File: config.mk
export PLATFORM = sky130hd
export DESIGN_NAME = twi_xfer_sequencer_flat
export DESIGN_NICKNAME = d
export VERILOG_FILES = /design/src/rtl/twi_xfer_sequencer_if.sv /design/src/rtl/twi_xfer_sequencer.sv /design/src/flat_wrapper.sv
export SDC_FILE = /design/constraint.sdc
export NUM_CORES = 1
export LEC_CHECK = 0
export BUFFER_PORTS_ARGS = -buffer_cell sky130_fd_sc_hd__buf_2
export CAP_MARGIN = 20
export CELL_PAD_IN_SITES_DETAIL_PLACEMENT = 0
export CELL_PAD_IN_SITES_GLOBAL_PLACEMENT = 1
export CORE_ASPECT_RATIO = 0.5
export CORE_MARGIN = 5
export CORE_UTILIZATION = 40
export DETAILED_ROUTE_END_ITERATION = 16
export PLACE_DENSITY = 0.89
export SYNTH_ARGS = -nofsm -noshare
export SYNTH_HDL_FRONTEND = slang
export SYNTH_SLANG_ARGS = --single-unit
File: constraint.sdc
create_clock -name clk -period 3.2 [get_ports clk]
set_input_delay 0.16 -clock clk [delete_from_list [all_inputs] [get_ports clk]]
set_output_delay 0.16 -clock clk [all_outputs]
set_load 0.01 [all_outputs]
File: src/rtl/twi_xfer_sequencer_if.sv
// Signal bundle between twi_xfer_sequencer and its surroundings: descriptor,
// payload streams, TWI core register access and status.
interface twi_xfer_sequencer_if #(
  parameter int unsigned LEN_WIDTH = 8
);
  logic                 cmd_valid;
  logic                 cmd_ready;
  logic [6:0]           cmd_addr;
  logic                 cmd_rd;
  logic [LEN_WIDTH-1:0] cmd_len;
  logic                 cmd_hold;

  logic                 wr_valid;
  logic                 wr_ready;
  logic [7:0]           wr_data;

  logic                 rd_valid;
  logic                 rd_ready;
  logic [7:0]           rd_data;

  logic                 twi_twint;
  logic [7:0]           twi_status;
  logic [7:0]           twi_rdata;
  logic [7:0]           twi_wdata;
  logic                 twi_wdata_we;
  logic                 twi_ctrl_we;
  logic                 twi_sta;
  logic                 twi_sto;
  logic                 twi_ea;

  logic                 busy;
  logic                 bus_held;
  logic                 done;
  logic                 err;
  logic [2:0]           err_code;

  // master: the sequencer itself
  modport master (
    input  cmd_valid, cmd_addr, cmd_rd, cmd_len, cmd_hold,
    input  wr_valid, wr_data, rd_ready,
    input  twi_twint, twi_status, twi_rdata,
    output cmd_ready, wr_ready, rd_valid, rd_data,
    output twi_wdata, twi_wdata_we, twi_ctrl_we, twi_sta, twi_sto, twi_ea,
    output busy, bus_held, done, err, err_code
  );

  modport slave (
    output cmd_valid, cmd_addr, cmd_rd, cmd_len, cmd_hold,
    output wr_valid, wr_data, rd_ready,
    output twi_twint, twi_status, twi_rdata,
    input  cmd_ready, wr_ready, rd_valid, rd_data,
    input  twi_wdata, twi_wdata_we, twi_ctrl_we, twi_sta, twi_sto, twi_ea,
    input  busy, bus_held, done, err, err_code
  );
endinterface

File: src/rtl/twi_xfer_sequencer.sv
// Runs a full TWI master transaction (START, SLA+R/W, data, STOP) from one descriptor.
// Optional TWINT wait timeout is compiled in with `define TWI_SEQ_TIMEOUT_EN.
module twi_xfer_sequencer #(
  parameter int unsigned LEN_WIDTH      = 8,
  parameter int unsigned TIMEOUT_CYCLES = 65535
) (
  input logic                   clk,
  input logic                   reset,
  twi_xfer_sequencer_if.master  bus
);

  typedef enum logic [3:0] {
    IDLE, START, W_START, ADDR, W_ADDR, WR_LOAD, W_WR,
    RD_ISSUE, W_RD, RD_PUSH, STOP, FIN
  } state_t;

  state_t               state, state_n;
  logic                 phase, phase_n;
  logic                 blank;
  logic [6:0]           addr_q, addr_n;
  logic                 rd_q, rd_n;
  logic                 hold_q, hold_n;
  logic [LEN_WIDTH-1:0] rem, rem_n;
  logic [2:0]           code_q, code_n;
  logic                 held_q, held_n;
  logic [7:0]           rdata_q, rdata_n;

  logic [7:0]           st;
  logic                 wait_st;
  logic                 evt;
  logic                 fail;
  logic [2:0]           fcode;
  logic                 ok_end;
  logic                 last;

  logic                 cmd_ready, ctrl_we, sta, sto, ea, wdata_we, wr_ready, rd_valid;
  logic [7:0]           wdata;

  assign st      = bus.twi_status & 8'hF8;
  assign wait_st = state inside {W_START, W_ADDR, W_WR, W_RD};
  // The first cycle after a control write still shows the stale TWINT.
  assign evt     = wait_st && bus.twi_twint && !blank;
  assign last    = (rem == LEN_WIDTH'(1));

`ifdef TWI_SEQ_TIMEOUT_EN
  logic [31:0] tmo_cnt;
  logic        tmo_hit;

  assign tmo_hit = wait_st && !evt && (tmo_cnt == 32'(TIMEOUT_CYCLES - 1));

  // Every W_* state is entered right after a control write, so that clears it.
  always_ff @(posedge clk) begin
    if (reset || ctrl_we) tmo_cnt <= '0;
    else if (wait_st)     tmo_cnt <= tmo_cnt + 32'd1;
  end
`endif

  always_comb begin
    state_n   = state;
    phase_n   = 1'b0;
    addr_n    = addr_q;
    rd_n      = rd_q;
    hold_n    = hold_q;
    rem_n     = rem;
    code_n    = code_q;
    held_n    = held_q;
    rdata_n   = rdata_q;
    fail      = 1'b0;
    fcode     = 3'd0;
    ok_end    = 1'b0;
    cmd_ready = 1'b0;
    ctrl_we   = 1'b0;
    sta       = 1'b0;
    sto       = 1'b0;
    ea        = 1'b0;
    wdata_we  = 1'b0;
    wdata     = 8'h00;
    wr_ready  = 1'b0;
    rd_valid  = 1'b0;

    unique case (state)
      IDLE: begin
        cmd_ready = 1'b1;
        if (bus.cmd_valid) begin
          addr_n  = bus.cmd_addr;
          rd_n    = bus.cmd_rd && (bus.cmd_len != '0);
          hold_n  = bus.cmd_hold;
          rem_n   = bus.cmd_len;
          code_n  = 3'd0;
          state_n = START;
        end
      end
      START: begin
        ctrl_we = 1'b1;
        sta     = 1'b1;
        state_n = W_START;
      end
      W_START: if (evt) begin
        if (st == (held_q ? 8'h10 : 8'h08)) state_n = ADDR;
        else begin fail = 1'b1; fcode = (st == 8'h38) ? 3'd3 : 3'd4; end
      end
      ADDR: begin
        if (!phase) begin
          wdata_we = 1'b1;
          wdata    = {addr_q, rd_q};
          phase_n  = 1'b1;
        end else begin
          ctrl_we  = 1'b1;
          state_n  = W_ADDR;
        end
      end
      W_ADDR: if (evt) begin
        if (st == (rd_q ? 8'h40 : 8'h18)) begin
          if (rem == '0) ok_end  = 1'b1;
          else           state_n = rd_q ? RD_ISSUE : WR_LOAD;
        end else begin
          fail  = 1'b1;
          if (st == 8'h20 || st == 8'h48) fcode = 3'd1;
          else if (st == 8'h38)           fcode = 3'd3;
          else                            fcode = 3'd4;
        end
      end
      WR_LOAD: begin
        if (!phase) begin
          if (bus.wr_valid) begin
            wr_ready = 1'b1;
            wdata_we = 1'b1;
            wdata    = bus.wr_data;
            phase_n  = 1'b1;
          end
        end else begin
          ctrl_we = 1'b1;
          state_n = W_WR;
        end
      end
      W_WR: if (evt) begin
        if (st == 8'h28 || (st == 8'h30 && last)) begin
          rem_n = rem - LEN_WIDTH'(1);
          if (last) ok_end  = 1'b1;
          else      state_n = WR_LOAD;
        end else begin
          fail  = 1'b1;
          if (st == 8'h30)      fcode = 3'd2;
          else if (st == 8'h38) fcode = 3'd3;
          else                  fcode = 3'd4;
        end
      end
      RD_ISSUE: begin
        ctrl_we = 1'b1;
        ea      = !last;
        state_n = W_RD;
      end
      W_RD: if (evt) begin
        if (st == (last ? 8'h58 : 8'h50)) begin
          rdata_n = bus.twi_rdata;
          state_n = RD_PUSH;
        end else begin
          fail  = 1'b1;
          fcode = (st == 8'h38) ? 3'd3 : 3'd4;
        end
      end
      RD_PUSH: begin
        rd_valid = 1'b1;
        if (bus.rd_ready) begin
          rem_n = rem - LEN_WIDTH'(1);
          if (last) ok_end  = 1'b1;
          else      state_n = RD_ISSUE;
        end
      end
      STOP: begin
        ctrl_we = 1'b1;
        sto     = 1'b1;
        held_n  = 1'b0;
        state_n = FIN;
      end
      FIN: state_n = IDLE;
      default: state_n = IDLE;
    endcase

`ifdef TWI_SEQ_TIMEOUT_EN
    if (tmo_hit) begin
      fail  = 1'b1;
      fcode = 3'd5;
    end
`endif

    // Lost arbitration means the bus is no longer ours: no STOP allowed.
    if (fail) begin
      code_n = fcode;
      if (fcode == 3'd3) begin
        held_n  = 1'b0;
        state_n = FIN;
      end else begin
        state_n = STOP;
      end
    end else if (ok_end) begin
      if (hold_q) begin
        held_n  = 1'b1;
        state_n = FIN;
      end else begin
        state_n = STOP;
      end
    end
  end

  always_ff @(posedge clk) begin
    if (reset) begin
      state   <= IDLE;
      phase   <= 1'b0;
      blank   <= 1'b0;
      addr_q  <= '0;
      rd_q    <= 1'b0;
      hold_q  <= 1'b0;
      rem     <= '0;
      code_q  <= '0;
      held_q  <= 1'b0;
      rdata_q <= '0;
    end else begin
      state   <= state_n;
      phase   <= phase_n;
      blank   <= ctrl_we;
      addr_q  <= addr_n;
      rd_q    <= rd_n;
      hold_q  <= hold_n;
      rem     <= rem_n;
      code_q  <= code_n;
      held_q  <= held_n;
      rdata_q <= rdata_n;
    end
  end

  assign bus.cmd_ready    = cmd_ready;
  assign bus.wr_ready     = wr_ready;
  assign bus.rd_valid     = rd_valid;
  assign bus.rd_data      = rdata_q;
  assign bus.twi_wdata    = wdata;
  assign bus.twi_wdata_we = wdata_we;
  assign bus.twi_ctrl_we  = ctrl_we;
  assign bus.twi_sta      = sta;
  assign bus.twi_sto      = sto;
  assign bus.twi_ea       = ea;
  assign bus.busy         = (state != IDLE);
  assign bus.bus_held     = held_q;
  assign bus.done         = (state == FIN) && (code_q == 3'd0);
  assign bus.err          = (state == FIN) && (code_q != 3'd0);
  assign bus.err_code     = code_q;

endmodule

File: src/flat_wrapper.sv
// flat-port wrapper written by rule: the top's interface ports become plain ports
module twi_xfer_sequencer_flat 
#(
  parameter int unsigned LEN_WIDTH      = 8,
  parameter int unsigned TIMEOUT_CYCLES = 65535
)
  (clk, reset, bus_cmd_valid, bus_cmd_addr, bus_cmd_rd, bus_cmd_len, bus_cmd_hold, bus_wr_valid, bus_wr_data, bus_rd_ready, bus_twi_twint, bus_twi_status, bus_twi_rdata, bus_cmd_ready, bus_wr_ready, bus_rd_valid, bus_rd_data, bus_twi_wdata, bus_twi_wdata_we, bus_twi_ctrl_we, bus_twi_sta, bus_twi_sto, bus_twi_ea, bus_busy, bus_bus_held, bus_done, bus_err, bus_err_code);
  twi_xfer_sequencer_if #(.LEN_WIDTH(LEN_WIDTH)) bus_i ();
  input logic clk;
  input logic reset;
  input wire logic [$bits(bus_i.cmd_valid)-1:0] bus_cmd_valid;
  input wire logic [$bits(bus_i.cmd_addr)-1:0] bus_cmd_addr;
  input wire logic [$bits(bus_i.cmd_rd)-1:0] bus_cmd_rd;
  input wire logic [$bits(bus_i.cmd_len)-1:0] bus_cmd_len;
  input wire logic [$bits(bus_i.cmd_hold)-1:0] bus_cmd_hold;
  input wire logic [$bits(bus_i.wr_valid)-1:0] bus_wr_valid;
  input wire logic [$bits(bus_i.wr_data)-1:0] bus_wr_data;
  input wire logic [$bits(bus_i.rd_ready)-1:0] bus_rd_ready;
  input wire logic [$bits(bus_i.twi_twint)-1:0] bus_twi_twint;
  input wire logic [$bits(bus_i.twi_status)-1:0] bus_twi_status;
  input wire logic [$bits(bus_i.twi_rdata)-1:0] bus_twi_rdata;
  output wire logic [$bits(bus_i.cmd_ready)-1:0] bus_cmd_ready;
  output wire logic [$bits(bus_i.wr_ready)-1:0] bus_wr_ready;
  output wire logic [$bits(bus_i.rd_valid)-1:0] bus_rd_valid;
  output wire logic [$bits(bus_i.rd_data)-1:0] bus_rd_data;
  output wire logic [$bits(bus_i.twi_wdata)-1:0] bus_twi_wdata;
  output wire logic [$bits(bus_i.twi_wdata_we)-1:0] bus_twi_wdata_we;
  output wire logic [$bits(bus_i.twi_ctrl_we)-1:0] bus_twi_ctrl_we;
  output wire logic [$bits(bus_i.twi_sta)-1:0] bus_twi_sta;
  output wire logic [$bits(bus_i.twi_sto)-1:0] bus_twi_sto;
  output wire logic [$bits(bus_i.twi_ea)-1:0] bus_twi_ea;
  output wire logic [$bits(bus_i.busy)-1:0] bus_busy;
  output wire logic [$bits(bus_i.bus_held)-1:0] bus_bus_held;
  output wire logic [$bits(bus_i.done)-1:0] bus_done;
  output wire logic [$bits(bus_i.err)-1:0] bus_err;
  output wire logic [$bits(bus_i.err_code)-1:0] bus_err_code;
  assign bus_i.cmd_valid = bus_cmd_valid;
  assign bus_i.cmd_addr = bus_cmd_addr;
  assign bus_i.cmd_rd = bus_cmd_rd;
  assign bus_i.cmd_len = bus_cmd_len;
  assign bus_i.cmd_hold = bus_cmd_hold;
  assign bus_i.wr_valid = bus_wr_valid;
  assign bus_i.wr_data = bus_wr_data;
  assign bus_i.rd_ready = bus_rd_ready;
  assign bus_i.twi_twint = bus_twi_twint;
  assign bus_i.twi_status = bus_twi_status;
  assign bus_i.twi_rdata = bus_twi_rdata;
  assign bus_cmd_ready = bus_i.cmd_ready;
  assign bus_wr_ready = bus_i.wr_ready;
  assign bus_rd_valid = bus_i.rd_valid;
  assign bus_rd_data = bus_i.rd_data;
  assign bus_twi_wdata = bus_i.twi_wdata;
  assign bus_twi_wdata_we = bus_i.twi_wdata_we;
  assign bus_twi_ctrl_we = bus_i.twi_ctrl_we;
  assign bus_twi_sta = bus_i.twi_sta;
  assign bus_twi_sto = bus_i.twi_sto;
  assign bus_twi_ea = bus_i.twi_ea;
  assign bus_busy = bus_i.busy;
  assign bus_bus_held = bus_i.bus_held;
  assign bus_done = bus_i.done;
  assign bus_err = bus_i.err;
  assign bus_err_code = bus_i.err_code;
  twi_xfer_sequencer #(.LEN_WIDTH(LEN_WIDTH), .TIMEOUT_CYCLES(TIMEOUT_CYCLES)) u_core (.clk(clk), .reset(reset), .bus(bus_i));
endmodule
==> impl_metrics.ini <==
[outcome]
status = completed

[timing]
maxSlewHeadroom_pct = 32.2
fin_skew_ns = 0.00479
tightest_slew_ns = 1.01
period_minus_slack_ns = 2.73
rsz0062_at_grt = no
min_period_over_period_pct = 85.4
final.setup.tns_ns = 0
final.setup.worst_slack_ns = 0.466
setup_viol = 0
hold_slack_ns = 0.118
hold_viol_final = 0
fmax_mhz = 366
drv_slew = 0

[clock_tree]
cts_resized = 0
h-tree-depth = 2
clk_latency_ns = 0.28
numCtsBuffers = 5
clkTransAtPathRegs_ns = 0.06
cts_setup_buffers = 0
cts_sinks = 35
cts.path.max_buffers = 2
tritoncts = done
clockRootBuffer = clkbuf_16
ctsHoldBuffers = 0

[global_routing]
grt_use_met1_pct = 24.0
grt_pass1_vias = 2378
grt_overflow = 0
antenna_found_initial = 0
use_met3_pct = 3.42
grt_start_max_net_pins = 35
grt_usage_pct = 18.2
grt_pass1_wl_um = 11800
busiest_layer = met2
grt.met2_usage_pct = 30.9

[routing]
drtPass1Iterations = 4
viasPerCell = 5.51
via_count = 2563
drt_iter0_markers = 213
wl_per_cell_um = 15.9
detail-route-antenna-nets = 0
drc = 0
wirelength_um = 7410

[logic_synthesis]
async_reset_ff_share_pct = 0
synth_nets = 361
ys_seq_area_share_pct = 27.7
ys_ff_latch = 35
synth-edff-count = 0
yosysWarnings = 0
synth_ff_type = dfxtp_1
syn_area_um2 = 2530
syn_area_per_cell_um2 = 8.15
syn_inst = 311
yosysUniqueCellTypes = 67

[place]
dp_hpwl_um = 5520
pre_cts_ws_ns = 0.690
gp_congestion = 0.883
numPortBuffers = 74
placedInstanceArea_um2 = 2910

[cells_and_area]
final_common_cell = buf_2
area_growth_pct = 21.4
n_antenna_cell = 0
layout.nets = 426
mostFrequentLayoutCells = buf_2 (74), nand2_1 (37), dfxtp_1 (35)
fin_area_um2 = 3080
drive_above_1_share_pct = 29.7
final_util_pct = 50.4

[setup_path]
cp.arrival_ns = 2.57
path_class = reg -> out
critPathLaunchType = flip-flop
crit_required_ns = 3.04
crit_fanout = 21
end_kind = primary output

[die]
dieArea_um2 = 8120
rows = 20
die_y_um = 66.3
io_pins = 78
start_util_pct = 41.5
die_w_um = 123
core_um2 = 6110

[pwr]
power.leakage_nw = 1.28
powerDensity_nw_per_um2 = 840
irDropWorstVdd_uv = 279

[min_path]
hp-class = in -> reg

[job]
maxCapViolCount = 0
worst max-delay path: stages (launching register included):
cell,delay (ns)
dfxtp_1,0.80
nand2b_1,0.23
nor3_1,0.86
a22o_1,0.27
buf_2,0.13
power breakdown:
| group | internal (mW) | switching (mW) |
|---|---|---|
| clock network | 0.367 | 0.192 |
| logic | 0.536 | 0.770 |
| registers | 0.529 | 0.191 |
| total | 1.43 | 1.15 |
stage by stage:
stage | power [mW] | cells
6_report | 2.59 | 465
5_1_grt | 2.76 | 465
4_1_cts | 2.57 | 465
3_5_place_dp | 2.00 | 457
3_3_place_gp | 1.97 | 457
2_1_floorplan | 1.72 | 311
worst paths after layout:
| path | depth (start not counted) | slack, ns | to | startpoint |
|---|---|---|---|---|
| hold reg to reg | 2 | 0.45 | u_core.addr_q[1] | u_core.addr_q[1] |
| setup / recovery | 4 | 0.47 | bus_twi_wdata[2] | u_core.state[0] |
| hold / removal | 3 | 0.12 | u_core.addr_q[5] | bus_cmd_addr[5] |
| setup reg to reg | 6 | 0.67 | u_core.state[2] | u_core.state[3] |
cell families after synthesis:
family | after synthesis | share of synthesized area, %
mux | 10 | 4.00
compound gates | 90 | 27.6
simple gates | 141 | 31.9
fa+ha+maj | 3 | 1.48
xor+xnor | 2 | 0.691
flops | 35 | 27.7
buf+inv | 30 | 6.72
synthesized netlist by cell type, types with 2 or more instances:
library cell  instances  area [um2]
o211ai_1              6        45.0
nor4_1                4        25.0
nor4bb_2              2        32.5
and3b_1               3        26.3
nand3b_1              2        15.0
o31ai_1               2        15.0
nand2_1              37         139
a211oi_1              2        15.0
and2_1                5        31.3
nor4_4                2        42.5
buf_6                 4        45.0
a21oi_1              21         105
nor3_1               11        55.1
nand4_1               2        12.5
or2_2                 2        12.5
nor2b_1               5        31.3
o21ai_0              14        70.1
a2111oi_2             2        30.0
dfxtp_1              35         701
xnor2_1               2        17.5
nand2b_1              2        12.5
nand4bb_1             3        33.8
a22o_1               11        96.3
nor3b_2               2        25.0
ha_1                  3        37.5
a32o_1                3        30.0
a31oi_1               3        18.8
nor2_1               33         124
clkbuf_1              4        15.0
buf_4                 3        22.5
nor3b_1               5        37.5
and3_1                2        12.5
mux2i_1               9        90.1
nand3_1               9        45.0
a22oi_1               7        52.6
and3_2                2        15.0
a311o_1               2        20.0
inv_1                11        41.3
buf_2                 6        30.0
metal layers:
metal	share of wire [%]	wire length, um
met5	0	0
met2	49	3600
met4	0.73	54
met3	5.5	408
met1	45	3350
cell type report:
class,count,area (um2)
repair buffers,77,393
clock inverters,3,43.8
well taps,88,110
fillers,609,3030
clock buffers,5,125
multi-input cells,246,1660
inverters,11,41.3
flip-flops and latches,35,701
sequential cells by signal, indices dropped and copies added (netlist names):
| register | count |
|---|---|
| u_core.phase | 1 |
| u_core.rem | 8 |
| u_core.blank | 1 |
| u_core.rd_q | 1 |
| u_core.hold_q | 1 |
| u_core.bus.bus_held | 1 |
| u_core.bus.rd_data | 8 |
| u_core.addr_q | 7 |
| u_core.bus.err_code | 3 |
| u_core.state | 4 |
Note: power is estimated with default switching activity, not from simulation.
